--- config.mk ---
export PLATFORM = sky130hd
export DESIGN_NAME = change_dispense_ctrl
export DESIGN_NICKNAME = d
export VERILOG_FILES = /design/src/rtl/vend_pkg.sv /design/src/rtl/change_hopper_select.sv /design/src/rtl/change_dispense_ctrl.sv
export SDC_FILE = /design/constraint.sdc
export NUM_CORES = 1
export LEC_CHECK = 0
export ABC_AREA = 1
export BUFFER_PORTS_ARGS = -buffer_cell sky130_fd_sc_hd__buf_2
export CAP_MARGIN = 20
export CORE_UTILIZATION = 35
export CTS_CLUSTER_SIZE = 28
export DETAILED_ROUTE_END_ITERATION = 10
export MAX_ROUTING_LAYER = met4
export SKIP_LAST_GASP = 1
export SYNTH_ARGS = -nofsm -noshare
export SYNTH_HDL_FRONTEND = slang
export SYNTH_SLANG_ARGS = --single-unit
--- constraint.sdc ---
create_clock -name clk -period 3.8 [get_ports clk]
set_input_delay 0.19 -clock clk [delete_from_list [all_inputs] [get_ports clk]]
set_output_delay 0.19 -clock clk [all_outputs]
set_load 0.02 [all_outputs]
--- src/rtl/vend_pkg.sv ---
`default_nettype none
// ============================================================================
// Module  : vend_pkg
// Brief   : Shared types and constants for the change payout controller.
// Revision: 1.0 - initial release
// ============================================================================
package vend_pkg;

    localparam int AMT_W     = 8;
    localparam int N_HOPPERS = 3;
    localparam int DEN0      = 10;
    localparam int DEN1      = 5;
    localparam int DEN2      = 1;

    typedef enum logic [2:0] {
        ST_IDLE     = 3'd0,
        ST_SELECT   = 3'd1,
        ST_PULSE    = 3'd2,
        ST_WAIT_ACK = 3'd3,
        ST_DONE     = 3'd4
    } state_e;

endpackage : vend_pkg
`default_nettype wire

--- src/rtl/change_hopper_select.sv ---
`default_nettype none
// ============================================================================
// Module  : change_hopper_select
// Brief   : Combinational largest-denomination-first hopper picker.
// Revision: 1.0 - initial release
// ============================================================================
module change_hopper_select
    import vend_pkg::*;
#(
    parameter int AMT_W_P = AMT_W,
    parameter int DEN0_P  = DEN0,
    parameter int DEN1_P  = DEN1,
    parameter int DEN2_P  = DEN2
) (
    input  logic [AMT_W_P-1:0] remaining,
    input  logic [2:0]         hopper_empty,
    input  logic [2:0]         hopper_fault,
    output logic [1:0]         sel,
    output logic               sel_valid
);

    localparam logic [AMT_W_P-1:0] c_den0 = AMT_W_P'(DEN0_P);
    localparam logic [AMT_W_P-1:0] c_den1 = AMT_W_P'(DEN1_P);
    localparam logic [AMT_W_P-1:0] c_den2 = AMT_W_P'(DEN2_P);

    logic [2:0] w_ok;

    assign w_ok[0] = (c_den0 <= remaining) && !hopper_empty[0] && !hopper_fault[0];
    assign w_ok[1] = (c_den1 <= remaining) && !hopper_empty[1] && !hopper_fault[1];
    assign w_ok[2] = (c_den2 <= remaining) && !hopper_empty[2] && !hopper_fault[2];

    // Evaluated smallest-first so the lowest qualifying index wins.
    always_comb begin
        sel       = 2'd0;
        sel_valid = 1'b0;
        if (w_ok[2]) begin
            sel       = 2'd2;
            sel_valid = 1'b1;
        end
        if (w_ok[1]) begin
            sel       = 2'd1;
            sel_valid = 1'b1;
        end
        if (w_ok[0]) begin
            sel       = 2'd0;
            sel_valid = 1'b1;
        end
    end

endmodule : change_hopper_select
`default_nettype wire

--- src/rtl/change_dispense_ctrl.sv ---
`default_nettype none
// ============================================================================
// Module  : change_dispense_ctrl
// Brief   : Pays out change one coin at a time over three hoppers.
// Revision: 1.0 - initial release
// ============================================================================
module change_dispense_ctrl
    import vend_pkg::*;
#(
    parameter int AMT_W_P     = AMT_W,
    parameter int DEN0_P      = DEN0,
    parameter int DEN1_P      = DEN1,
    parameter int DEN2_P      = DEN2,
    parameter int PULSE_LEN   = 2,
    parameter int ACK_TIMEOUT = 16
) (
    input  logic               clk,
    input  logic               rst,
    input  logic               req_valid,
    input  logic [AMT_W_P-1:0] req_amount,
    output logic               req_ready,
    input  logic [2:0]         hopper_empty,
    input  logic               disp_ack,
    output logic [1:0]         disp_sel,
    output logic               disp_pulse,
    output logic               busy,
    output logic               done,
    output logic [AMT_W_P-1:0] shortfall,
    output logic [2:0]         hopper_fault,
    output logic [AMT_W_P-1:0] coins_out
);

    localparam int CNT_MAX = (PULSE_LEN > ACK_TIMEOUT) ? PULSE_LEN : ACK_TIMEOUT;
    localparam int CNT_W   = $clog2(CNT_MAX + 1);
    localparam logic [CNT_W-1:0]   c_pulse_last = CNT_W'(PULSE_LEN - 1);
    localparam logic [CNT_W-1:0]   c_ack_last   = CNT_W'(ACK_TIMEOUT - 1);
    localparam logic [AMT_W_P-1:0] c_den0       = AMT_W_P'(DEN0_P);
    localparam logic [AMT_W_P-1:0] c_den1       = AMT_W_P'(DEN1_P);
    localparam logic [AMT_W_P-1:0] c_den2       = AMT_W_P'(DEN2_P);

    state_e               state_q, state_d;
    logic [AMT_W_P-1:0]   remaining_q, remaining_d;
    logic [AMT_W_P-1:0]   coins_q, coins_d;
    logic [AMT_W_P-1:0]   short_q, short_d;
    logic [2:0]           fault_q, fault_d;
    logic [1:0]           sel_q, sel_d;
    logic [CNT_W-1:0]     cnt_q, cnt_d;
    logic [2:0]           empty_q;

    logic [1:0]           w_sel;
    logic                 w_sel_valid;
    logic                 w_can_pay;
    logic [AMT_W_P-1:0]   w_sel_den;
    logic                 w_empty_rise;

    change_hopper_select #(
        .AMT_W_P (AMT_W_P),
        .DEN0_P  (DEN0_P),
        .DEN1_P  (DEN1_P),
        .DEN2_P  (DEN2_P)
    ) u_select (
        .remaining    (remaining_q),
        .hopper_empty (hopper_empty),
        .hopper_fault (fault_q),
        .sel          (w_sel),
        .sel_valid    (w_sel_valid)
    );

    assign w_can_pay    = (remaining_q != '0) && w_sel_valid;
    assign w_empty_rise = |((hopper_empty & ~empty_q) & (3'b001 << sel_q));

    always_comb begin
        case (sel_q)
            2'd0:    w_sel_den = c_den0;
            2'd1:    w_sel_den = c_den1;
            default: w_sel_den = c_den2;
        endcase
    end

    always_ff @(posedge clk) begin
        if (rst) begin
            state_q     <= ST_IDLE;
            remaining_q <= '0;
            coins_q     <= '0;
            short_q     <= '0;
            fault_q     <= '0;
            sel_q       <= '0;
            cnt_q       <= '0;
            empty_q     <= '0;
        end else begin
            state_q     <= state_d;
            remaining_q <= remaining_d;
            coins_q     <= coins_d;
            short_q     <= short_d;
            fault_q     <= fault_d;
            sel_q       <= sel_d;
            cnt_q       <= cnt_d;
            empty_q     <= hopper_empty;
        end
    end

    always_comb begin
        state_d     = state_q;
        remaining_d = remaining_q;
        coins_d     = coins_q;
        short_d     = short_q;
        fault_d     = fault_q;
        sel_d       = sel_q;
        cnt_d       = cnt_q;
        case (state_q)
            ST_IDLE: begin
                if (req_valid) begin
                    remaining_d = req_amount;
                    coins_d     = '0;
                    short_d     = '0;
                    state_d     = ST_SELECT;
                end
            end
            ST_SELECT: begin
                cnt_d = '0;
                if (w_can_pay) begin
                    sel_d   = w_sel;
                    state_d = ST_PULSE;
                end else begin
                    short_d = remaining_q;
                    state_d = ST_DONE;
                end
            end
            ST_PULSE: begin
                if (cnt_q == c_pulse_last) begin
                    cnt_d   = '0;
                    state_d = ST_WAIT_ACK;
                end else begin
                    cnt_d = cnt_q + 1'b1;
                end
            end
            ST_WAIT_ACK: begin
                // Ack takes priority over an empty edge landing in the same cycle.
                if (disp_ack) begin
                    remaining_d = remaining_q - w_sel_den;
                    if (coins_q != '1) begin
                        coins_d = coins_q + 1'b1;
                    end
                    state_d = ST_SELECT;
                end else if (w_empty_rise) begin
                    state_d = ST_SELECT;
                end else if (cnt_q == c_ack_last) begin
                    fault_d = fault_q | (3'b001 << sel_q);
                    state_d = ST_SELECT;
                end else begin
                    cnt_d = cnt_q + 1'b1;
                end
            end
            ST_DONE: begin
                state_d = ST_IDLE;
            end
            default: begin
                state_d = ST_IDLE;
            end
        endcase
    end

    always_comb begin
        req_ready    = (state_q == ST_IDLE);
        busy         = (state_q != ST_IDLE);
        done         = (state_q == ST_DONE);
        disp_pulse   = (state_q == ST_PULSE);
        disp_sel     = ((state_q == ST_SELECT) && w_can_pay) ? w_sel : sel_q;
        shortfall    = short_q;
        hopper_fault = fault_q;
        coins_out    = coins_q;
    end

endmodule : change_dispense_ctrl
`default_nettype wire

=== After elaboration in Yosys (flattened, before gate mapping) ===
Cells that the tools add are included.

* Flip-flop bits (word level): 40
* Bits in latches: 0
* Memories kept: 0
* Memory bits (writable): 0
* Output and inout port bits: 25
* Bits in read-only memories: 0

* Div/mod/pow operators: 0
* $mul: 0
* Mux-type cells: 29
* Add/sub/neg operators: 3
* Shift operators: 1
* Bitwise operators: 6
* Reduce and logical (&&, ||, !) cells: 29
* Magnitude comparators: 3
* Equality and inequality tests: 17

{| class="wikitable"
|+ Operators by type and width
! cell !! count
|-
| 8-bit 2-to-1 mux || 6
|-
| 8-bit case mux with 2 select lines || 3
|-
| 5-bit 2-to-1 mux || 4
|-
| 3-bit 2-to-1 mux || 6
|-
| 5-bit case mux with 3 select lines || 1
|-
| 2-bit inequality test, second input constant || 7
|-
| 3-bit case mux with 4 select lines || 1
|-
| 4-bit AND reduction || 3
|-
| 3-bit AND reduction || 3
|-
| 8-bit by 1-bit adder with 8-bit output, second input constant || 1
|-
| 1-bit by 8-bit less-or-equal comparator with 1-bit output, first input constant || 1
|-
| 3-bit by 8-bit less-or-equal comparator with 1-bit output, first input constant || 1
|-
| 4-bit by 8-bit less-or-equal comparator with 1-bit output, first input constant || 1
|-
| 1-bit logical AND || 8
|-
| 2-bit 2-to-1 mux || 4
|-
| 8-bit inequality test, second input constant || 1
|-
| 4-bit case mux with 2 select lines || 1
|-
| 8-bit nonzero test || 1
|-
| 8-bit subtractor || 1
|-
| 3-bit bitwise AND || 2
|-
| 3-bit by 2-bit equality test with 1-bit output, second input constant || 2
|-
| 1-bit zero test || 6
|-
| 3-bit nonzero test || 2
|-
| 5-bit by 1-bit adder with 5-bit output, second input constant || 1
|-
| other kinds (17) || 21
|}

=== Longest topological paths before layout ===
Gate-level depths: netlist of run 1.

* Depth in word-level cells: 9
* Mapped depth: 13

=== Cells and area by module ===
A second synthesis of run 1 with hierarchy kept.

* Cell total of the unflattened synthesis: 357
* Area, all modules: 2356.0 sq um

{| class="wikitable"
|+ By module, submodules not included
! module !! area an instance (sq um) !! cells an instance !! instances !! sequential area each (sq um)
|-
| change_dispense_ctrl || 2193.4 || 328 || 1 || 800.8
|-
| change_hopper_select || 162.7 || 29 || 1 || 0.0
|}

=== Least setup slack after synthesis of run 1 ===
No wires, ideal clock.

* Path kind: reg-to-reg
* From: reg sel_q[0]
* To: reg remaining_q[6]
* Required time: 3729 ps
* Buffers on the path: 0
* Arrival: 1696 ps
* Library setup time: 71 ps
* Period minus slack after synthesis: 1767 ps
* Path slack: 2033 ps
* Cell stages (with the launch flop): 12
* Cells stage by stage: dfxtp_1 > nor2_2 > inv_1 > ha_1 > fa_1 > inv_1 > nand3_1 > nand2_1 > nor2_1 > a21oi_1 > o21ai_0 > a21oi_1

* Longest elaborated chain between the ends: 5

{| class="wikitable"
|+ Ends and longest elaborated chain
! item !! line !! source
|-
| from (decl) || change_dispense_ctrl.sv:46 || <nowiki>logic [1:0] sel_q, sel_d;</nowiki>
|-
| from (signal assigned) || change_dispense_ctrl.sv:96 || <nowiki>sel_q <= sel_d;</nowiki>
|-
| 2-bit by 1-bit equality test with 1-bit output or 2-bit zero test (tied branches) || change_dispense_ctrl.sv:73 || <nowiki>case (sel_q)</nowiki>
|-
| 4-bit case mux with 2 select lines (*) || change_dispense_ctrl.sv:73 ||
|-
| 8-bit subtractor (*) || change_dispense_ctrl.sv:140 || <nowiki>remaining_d = remaining_q - w_sel_den;</nowiki>
|-
| 8-bit 2-to-1 mux (*) || change_dispense_ctrl.sv:139 || <nowiki>if (disp_ack) begin</nowiki>
|-
| 8-bit case mux with 2 select lines (*) || change_dispense_ctrl.sv:110 || <nowiki>case (state_q)</nowiki>
|-
| to (signal assigned) || change_dispense_ctrl.sv:92 || <nowiki>remaining_q <= remaining_d;</nowiki>
|-
| to (decl) || change_dispense_ctrl.sv:42 || <nowiki>logic [AMT_W_P-1:0] remaining_q, remaining_d;</nowiki>
|}

Every way passes the cells marked *; elsewhere a longest branch is shown, timed or not. The select of a mux whose other input is x is not followed.
A chain may end at the register's enable or synchronous reset.

=== Worst setup path after layout of run 1 ===
* From: reg remaining_q[5]
* To: out disp_sel[1]

* Longest elaborated chain between the ends: 9

{| class="wikitable"
|+ Ends and longest elaborated chain
! item !! line !! source
|-
| 1-bit by 8-bit less-or-equal comparator with 1-bit output || change_hopper_select.sv:30 || <nowiki>assign w_ok[2] = (c_den2 <= remaining) && !hopper_empty[2] && !hopper_fault[2];</nowiki>
|-
| 1-bit logical AND (2 in series) || change_hopper_select.sv:30 ||
|-
| 1-bit 2-to-1 mux || change_hopper_select.sv:36 || <nowiki>if (w_ok[2]) begin</nowiki>
|-
| 1-bit 2-to-1 mux || change_hopper_select.sv:40 || <nowiki>if (w_ok[1]) begin</nowiki>
|-
| 1-bit 2-to-1 mux || change_hopper_select.sv:44 || <nowiki>if (w_ok[0]) begin</nowiki>
|-
| 1-bit logical AND || change_dispense_ctrl.sv:69 || <nowiki>assign w_can_pay = (remaining_q != '0) && w_sel_valid;</nowiki>
|-
| 1-bit logical AND || change_dispense_ctrl.sv:168 || <nowiki>disp_sel = ((state_q == ST_SELECT) && w_can_pay) ? w_sel : sel_q;</nowiki>
|-
| 2-bit 2-to-1 mux (*) || change_dispense_ctrl.sv:168 ||
|-
| to (decl) || change_dispense_ctrl.sv:24 || <nowiki>output logic [1:0] disp_sel,</nowiki>
|}

Every way passes the cells marked *; elsewhere a longest branch is shown, timed or not.

==> results.ini, run 1 <==
[run_status]
status=complete, but fails checks
violations=DRC

[min_path]
min_from=hopper_empty[1]
hold_class=in -> reg

[logic_synthesis]
netlist_area_mm2=0.002361
syn_avg_cell_area_um2=6.944
synth_seq_cells=40
synth.distinct_cells=41
ys_seq_area_frac=0.3392
synth_fp_nets=364
ys_async_sr_fraction=0
yosys_warnings=0
synth_area_leaders=dfxtp_1 34%, nand2_1 12%, nor2_1 8.3%
yosysTopAreaCell=dfxtp_1
synth_edf_count=0
syn-instance-count=340
synth_top_area_frac=0.3392
synth_flop_cell=dfxtp_1

[sta]
post-route-period-util=0.5674
fin_setup_tns_ns=0
timing.hold.ws_ns=0.1328
finalHoldViolCount=0
worst_pin_slew_ns=0.4741
clock_skew_ns=0.01091
rsz0062_at_grt=no
maxSlewViolCount=0
min_period_ns=2.156
finalSetupViolations=0
slew_headroom=0.6836
fmaxAchievable_mhz=463.8

[cts]
cts_setup_buffers=0
path_clk_slew_ns=0.08
holdBufCountCts=0
tritoncts=yes
cts_root_buf=clkbuf_8
clk_latency_ns=0.30
cts_resized=0
ctsHtreeMaxLevel=2
cts_buffers=5
clockBufferDepth=2
clock_sinks=40

[finish]
diodes=0
layout.nets=401
area_delta_synth_final_pct=13.41
nFillCells=719
drive_gt1_frac=0.1984
multiInputGateArea_mm2=0.001329
regArea_um2=800.8
instances_no_fill=455

[job]
cap_violations=0

[grt]
grt_antenna_before_repair=0
grt_usage=0.1659
grt_pass1_vias=1966
grt_max_degree=23
grt_pass1_wl_um=9045
gr-total-overflow=0

[route]
viasPerCell=4.842
ant_nets=0
drt-initial-drc-count=81
firstDrtPassIters=9
post-route-drc-count=4
routed_wl_um=5403
post_drt_wl_per_cell_um=11.87
num_vias=2203

[power]
p_switching_w=0.0009789
power_frac_seq=0.314
ir_drop_v=0.0003377
p_int_w=0.001029
powerDensity_mw_per_mm2=750.1
p_leak_nw=1.257
p_clk_frac=0.147
p_sw_frac=0.4874
p_comb_frac=0.539

[setup_path]
crit_fanout=5
arrival_ns=1.97
required_ns=3.61
path_class=reg -> out
r2r-start=sel_q[0]$_SDFFE_PP0P_
cp-startpoint=remaining_q[5]$_SDFFE_PP0P_
reg2reg_slack_ns=1.85
crit_end=disp_sel[1]
slowest_stage=dfxtp_1
path_cells=nor2_2 -> nand3_1 -> o21ai_2 -> nand3_1 -> nand2_1 -> inv_1 -> o21ai_0 -> inv_1 -> buf_2
start_kind=register
crit_path_end_kind=primary output
worstReg2RegEnd=remaining_q[6]$_SDFFE_PP0P_
worst-r2r-cell-count=11
max_stage_delay_ns=0.36

[floorplanning]
die-area_mm2=0.007078
core_area_mm2=0.006422
die_h_um=84.13
initial_utilization=0.3676
ios=40
rows=29
die_w_um=84.13

[place]
gp_congestion=0.8081
io_buffer_count=39
dp_hpwl_um=3986
numPlacedInstances=447

## layout make-up
type,instances,area share
multi-input cells,248,0.4963
repair buffers,39,0.07290
clock inverters,2,0.003738
well taps,77,0.03598
inverters,43,0.06121
clock buffers,6,0.03084
flip-flops and latches,40,0.2991
## cells in the mapped netlist (all sizes together), types with 3 or more instances
cell type	number
a211oi	5
a21oi	30
nor3	7
buf	7
nor2	56
dfxtp	40
inv	43
nand3	23
nand4	3
nand2	81
ha	8
o21ai	21
## critical path, delay by kind of cell (launching register included)
kind | cells | cell delay, ns
simple gates | 4 | 0.57
compound gates | 2 | 0.45
flops | 1 | 0.36
buf+inv | 3 | 0.30
## metal layers
layer / track usage / vias up / part of all wire
li1: - / 1176 / -
met1: 0.2232 / 977 / 0.51
met2: 0.2474 / 44 / 0.43
met3: 0.03441 / 6 / 0.043
met4: 0.05643 / 0 / 0.013
met5: - / - / 0
## sequential cells by signal, indices dropped and copies added (netlist names)
register and flops:
coins_out 8, empty_q 3, remaining_q 8, hopper_fault 3
state_q 3, sel_q 2, cnt_q 5, shortfall 8
## through the flow
stage | power, W | setup WS [ns] | utilization | instance area, um2
detailed placement | 0.001717 | 1.834 | 0.4025 | 2585
global placement | 0.001709 | 1.866 | 0.4025 | 2585
CTS | 0.002022 | 1.652 | 0.4169 | 2678
floorplan | 0.001501 | 2.033 | - | 2361
finish | 0.002008 | 1.644 | 0.4169 | 2678
global route | 0.002190 | 1.521 | 0.4169 | 2678
## placed cells by master (no fill, tap or decap), drive strengths merged
cell     instances
inv             43
buf             39
xor2             2
o21bai           1
a21oi           30
nand2           81
dfxtp           40
o2111ai          1
xnor2            2
nand4            3
nor4             1
a211oi           5
nor2            56
ha               8
o21a             2
o21ai           21
nor3             7
clkinv           2
or2              2
a31oi            1
fa               1
nand3b           1
nand3           23
clkbuf           6
## power by group through the flow
stage,clock (W),combinational (W),sequential (W)
5_1_grt,0.000330,0.00121,0.000649
2_1_floorplan,0,0.000826,0.000674
6_report,0.000296,0.00108,0.000630
4_1_cts,0.000306,0.00109,0.000631
3_5_place_dp,0,0.00108,0.000639
3_3_place_gp,0,0.00107,0.000639
## worst min path at each step
stage / cells after the start / endpoint
finish: 3 / empty_q[1]$_SDFF_PP0_
global route: 3 / empty_q[2]$_SDFF_PP0_
CTS: 3 / empty_q[1]$_SDFF_PP0_
detailed placement: 3 / empty_q[1]$_SDFF_PP0_
global placement: 3 / empty_q[1]$_SDFF_PP0_
floorplan: 1 / remaining_q[0]$_SDFFE_PP0P_
## logic make-up after synthesis
logic type / share of synthesized area
fa+ha+maj: 0.05088
compound gates: 0.1484
xor+xnor: 0.01484
simple gates: 0.3487
flops: 0.3392
buf+inv: 0.09804
Note: power is estimated with default switching activity, not from simulation.
==> run 2, diff against run 1 <==
- clock period: 3.8 -> 2.2 ns (I/O delays scaled with it)
==> run 2 against run 1 <==
Net effect: the run still ends with DRC left; first-iteration DRC count is 48% higher; combinational power is 76% higher; die area stayed put; global-route usage is 0.18 points lower; register-to-register slack worse by 1.6 ns; routed wire length hardly changed; power is 74% higher.
==> results.ini, run 2 (synthesis gave the netlist of run 1 again) <==
[run_status]
status=complete, but fails checks
violations=DRC

[grt]
grt_use_met1=0.2147  ; -0.008445
grt_max_degree=22  ; -4.3%
gr-total-overflow=0  ; unchanged
use_met3=0.03540  ; +0.0009833
top_usage_layer=met2
grt_pass1_wl_um=9108  ; +0.70%
grt_usage=0.1642  ; -0.001760
met2_usage=0.2556  ; +0.008197
grt_antenna_before_repair=0  ; unchanged
grt_pass1_vias=1960  ; -0.31%

[setup_path]
cp-startpoint=remaining_q[5]$_SDFFE_PP0P_
required_ns=2.09  ; -1.52 ns
path_class=reg -> out
max_stage_delay_ns=0.36  ; about the same
crit_end=disp_sel[1]
crit_fanout=5  ; unchanged
worst-r2r-cell-count=11  ; unchanged
worstReg2RegEnd=remaining_q[6]$_SDFFE_PP0P_
path_cells=nor2_2 -> nand3_1 -> o21ai_2 -> nand3_1 -> nand2_1 -> inv_1 -> o21ai_1 -> inv_1 -> buf_2
slowest_stage=dfxtp_1
crit_path_end_kind=primary output
arrival_ns=1.91  ; -0.06 ns
reg2reg_slack_ns=0.25  ; -1.60 ns
start_kind=register
r2r-start=sel_q[0]$_SDFFE_PP0P_

[sta]
slew_headroom=0.7057  ; +0.02209
rsz0062_at_grt=no
worst_pin_slew_ns=0.4381  ; -0.03599 ns
maxSlewViolCount=0  ; unchanged
finalHoldViolCount=0  ; unchanged
finalSetupViolations=0  ; unchanged
fin_setup_tns_ns=0  ; unchanged
clock_skew_ns=0.007869  ; -0.003045 ns
post-route-period-util=0.9191
min_period_ns=2.022
fmaxAchievable_mhz=494.6

[place]
io_buffer_count=39  ; unchanged
gp_congestion=0.8654  ; +7.1%
placed_cell_area_mm2=0.002615  ; +1.2%
dp_hpwl_um=4037  ; +1.3%

[finish]
layout_common_cells=75 x nand2_1, 52 x nor2_1, 40 x dfxtp_1, 39 x buf_2, 37 x inv_1
multiInputGateArea_mm2=0.001333  ; +0.28%
nFillCells=696  ; -3.2%
regArea_um2=800.8  ; unchanged
final_common_cell=nand2_1
area_delta_synth_final_pct=14.73
diodes=0  ; unchanged
final_core_util=0.4218  ; +0.004871
drive_gt1_frac=0.2042  ; +0.005776
fin_area_mm2=0.002709  ; +1.2%
layout.nets=405  ; +1.0%

[route]
routed_wl_um=5407  ; about the same
ant_nets=0  ; unchanged
firstDrtPassIters=7  ; -2
num_vias=2214  ; +0.50%
drt-initial-drc-count=120  ; +48%
post_drt_wl_per_cell_um=11.78  ; -0.80%
post-route-drc-count=4  ; unchanged
viasPerCell=4.824  ; -0.38%

[min_path]
hold_class=in -> reg

[floorplanning]
die-area_mm2=0.007078  ; unchanged
die_w_um=84.13  ; unchanged
rows=29  ; unchanged
initial_utilization=0.3676  ; unchanged
ios=40  ; unchanged
die_h_um=84.13  ; unchanged
core_area_mm2=0.006422  ; unchanged

[cts]
clock_sinks=40  ; unchanged
cts_buffers=5  ; unchanged
path_clk_slew_ns=0.07  ; about the same
clockBufferDepth=2  ; unchanged
ctsHtreeMaxLevel=2  ; unchanged
clk_latency_ns=0.30  ; about the same
cts_root_buf=clkbuf_8
tritoncts=yes
cts_setup_buffers=0  ; unchanged

[power]
ir_drop_v=0.0005577  ; +65%
p_leak_nw=1.272  ; +1.2%
powerDensity_mw_per_mm2=1289  ; +72%

[job]
cap_violations=0  ; unchanged

[run 2: layout make-up]
| class | count | share of cell area |
|---|---|---|
| Clock buffer | 8 | 0.03326 |
| Inverter | 43 | 0.06051 |
| Multi-Input combinational cell | 248 | 0.4919 |
| Sequential cell | 40 | 0.2956 |
| Tap cell | 77 | 0.03557 |
| Timing Repair Buffer | 43 | 0.08314 |
[run 2: stage by stage]
step	total power, W	instances	hold slack [ns]	worst slack (ns)
2_1_floorplan	0.002592	340	0.1885	0.4326
3_3_place_gp	0.002964	451	0.3488	0.3269
3_5_place_dp	0.002984	451	0.3521	0.2472
4_1_cts	0.003508	459	0.04258	0.08299
5_1_grt	0.003808	459	0.05483	0.01218
6_report	0.003491	459	0.05110	0.1780
[run 2: how the worst min path moves through the flow]
| stage | startpoint | to | slack (ns) | depth (start not counted) |
|---|---|---|---|---|
| 2_1_floorplan | rst | remaining_q[0]$_SDFFE_PP0P_ | 0.19 | 1 |
| 3_3_place_gp | hopper_empty[2] | empty_q[2]$_SDFF_PP0_ | 0.35 | 3 |
| 3_5_place_dp | hopper_empty[2] | empty_q[2]$_SDFF_PP0_ | 0.35 | 3 |
| 4_1_cts | hopper_empty[2] | empty_q[2]$_SDFF_PP0_ | 0.04 | 3 |
| 5_1_grt | hopper_empty[1] | empty_q[1]$_SDFF_PP0_ | 0.05 | 3 |
| 6_report | hopper_empty[2] | empty_q[2]$_SDFF_PP0_ | 0.05 | 3 |
[run 2: worst max-delay path: cells and delay by family (launching register included)]
kind            cells  cell delay (ns)
buf+inv             3             0.30
simple gates        4             0.57
flops               1             0.36
compound gates      2             0.39
[run 2: where the power goes]
group	total (W)	switching, W	internal, W
Clock	0.000506	0.000250	0.000256
Combinational	0.00190	0.00127	0.000635
Sequential	0.00108	0.000176	0.000906
Total	0.00349	0.00169	0.00180
[run 2: metal layers]
layer,up-vias,share of wire
met1,976,0.49
met2,55,0.45
met4,0,0.0081
met5,-,0
met3,5,0.051
li1,1178,-
[run 2: repair_timing]
item | in CTS | in global routing
gates resized for setup | 0 | 2
hold buffers | 0 | 0
endpoints found under the setup margin | 0 | 1
endpoints found under the hold margin | 0 | 0
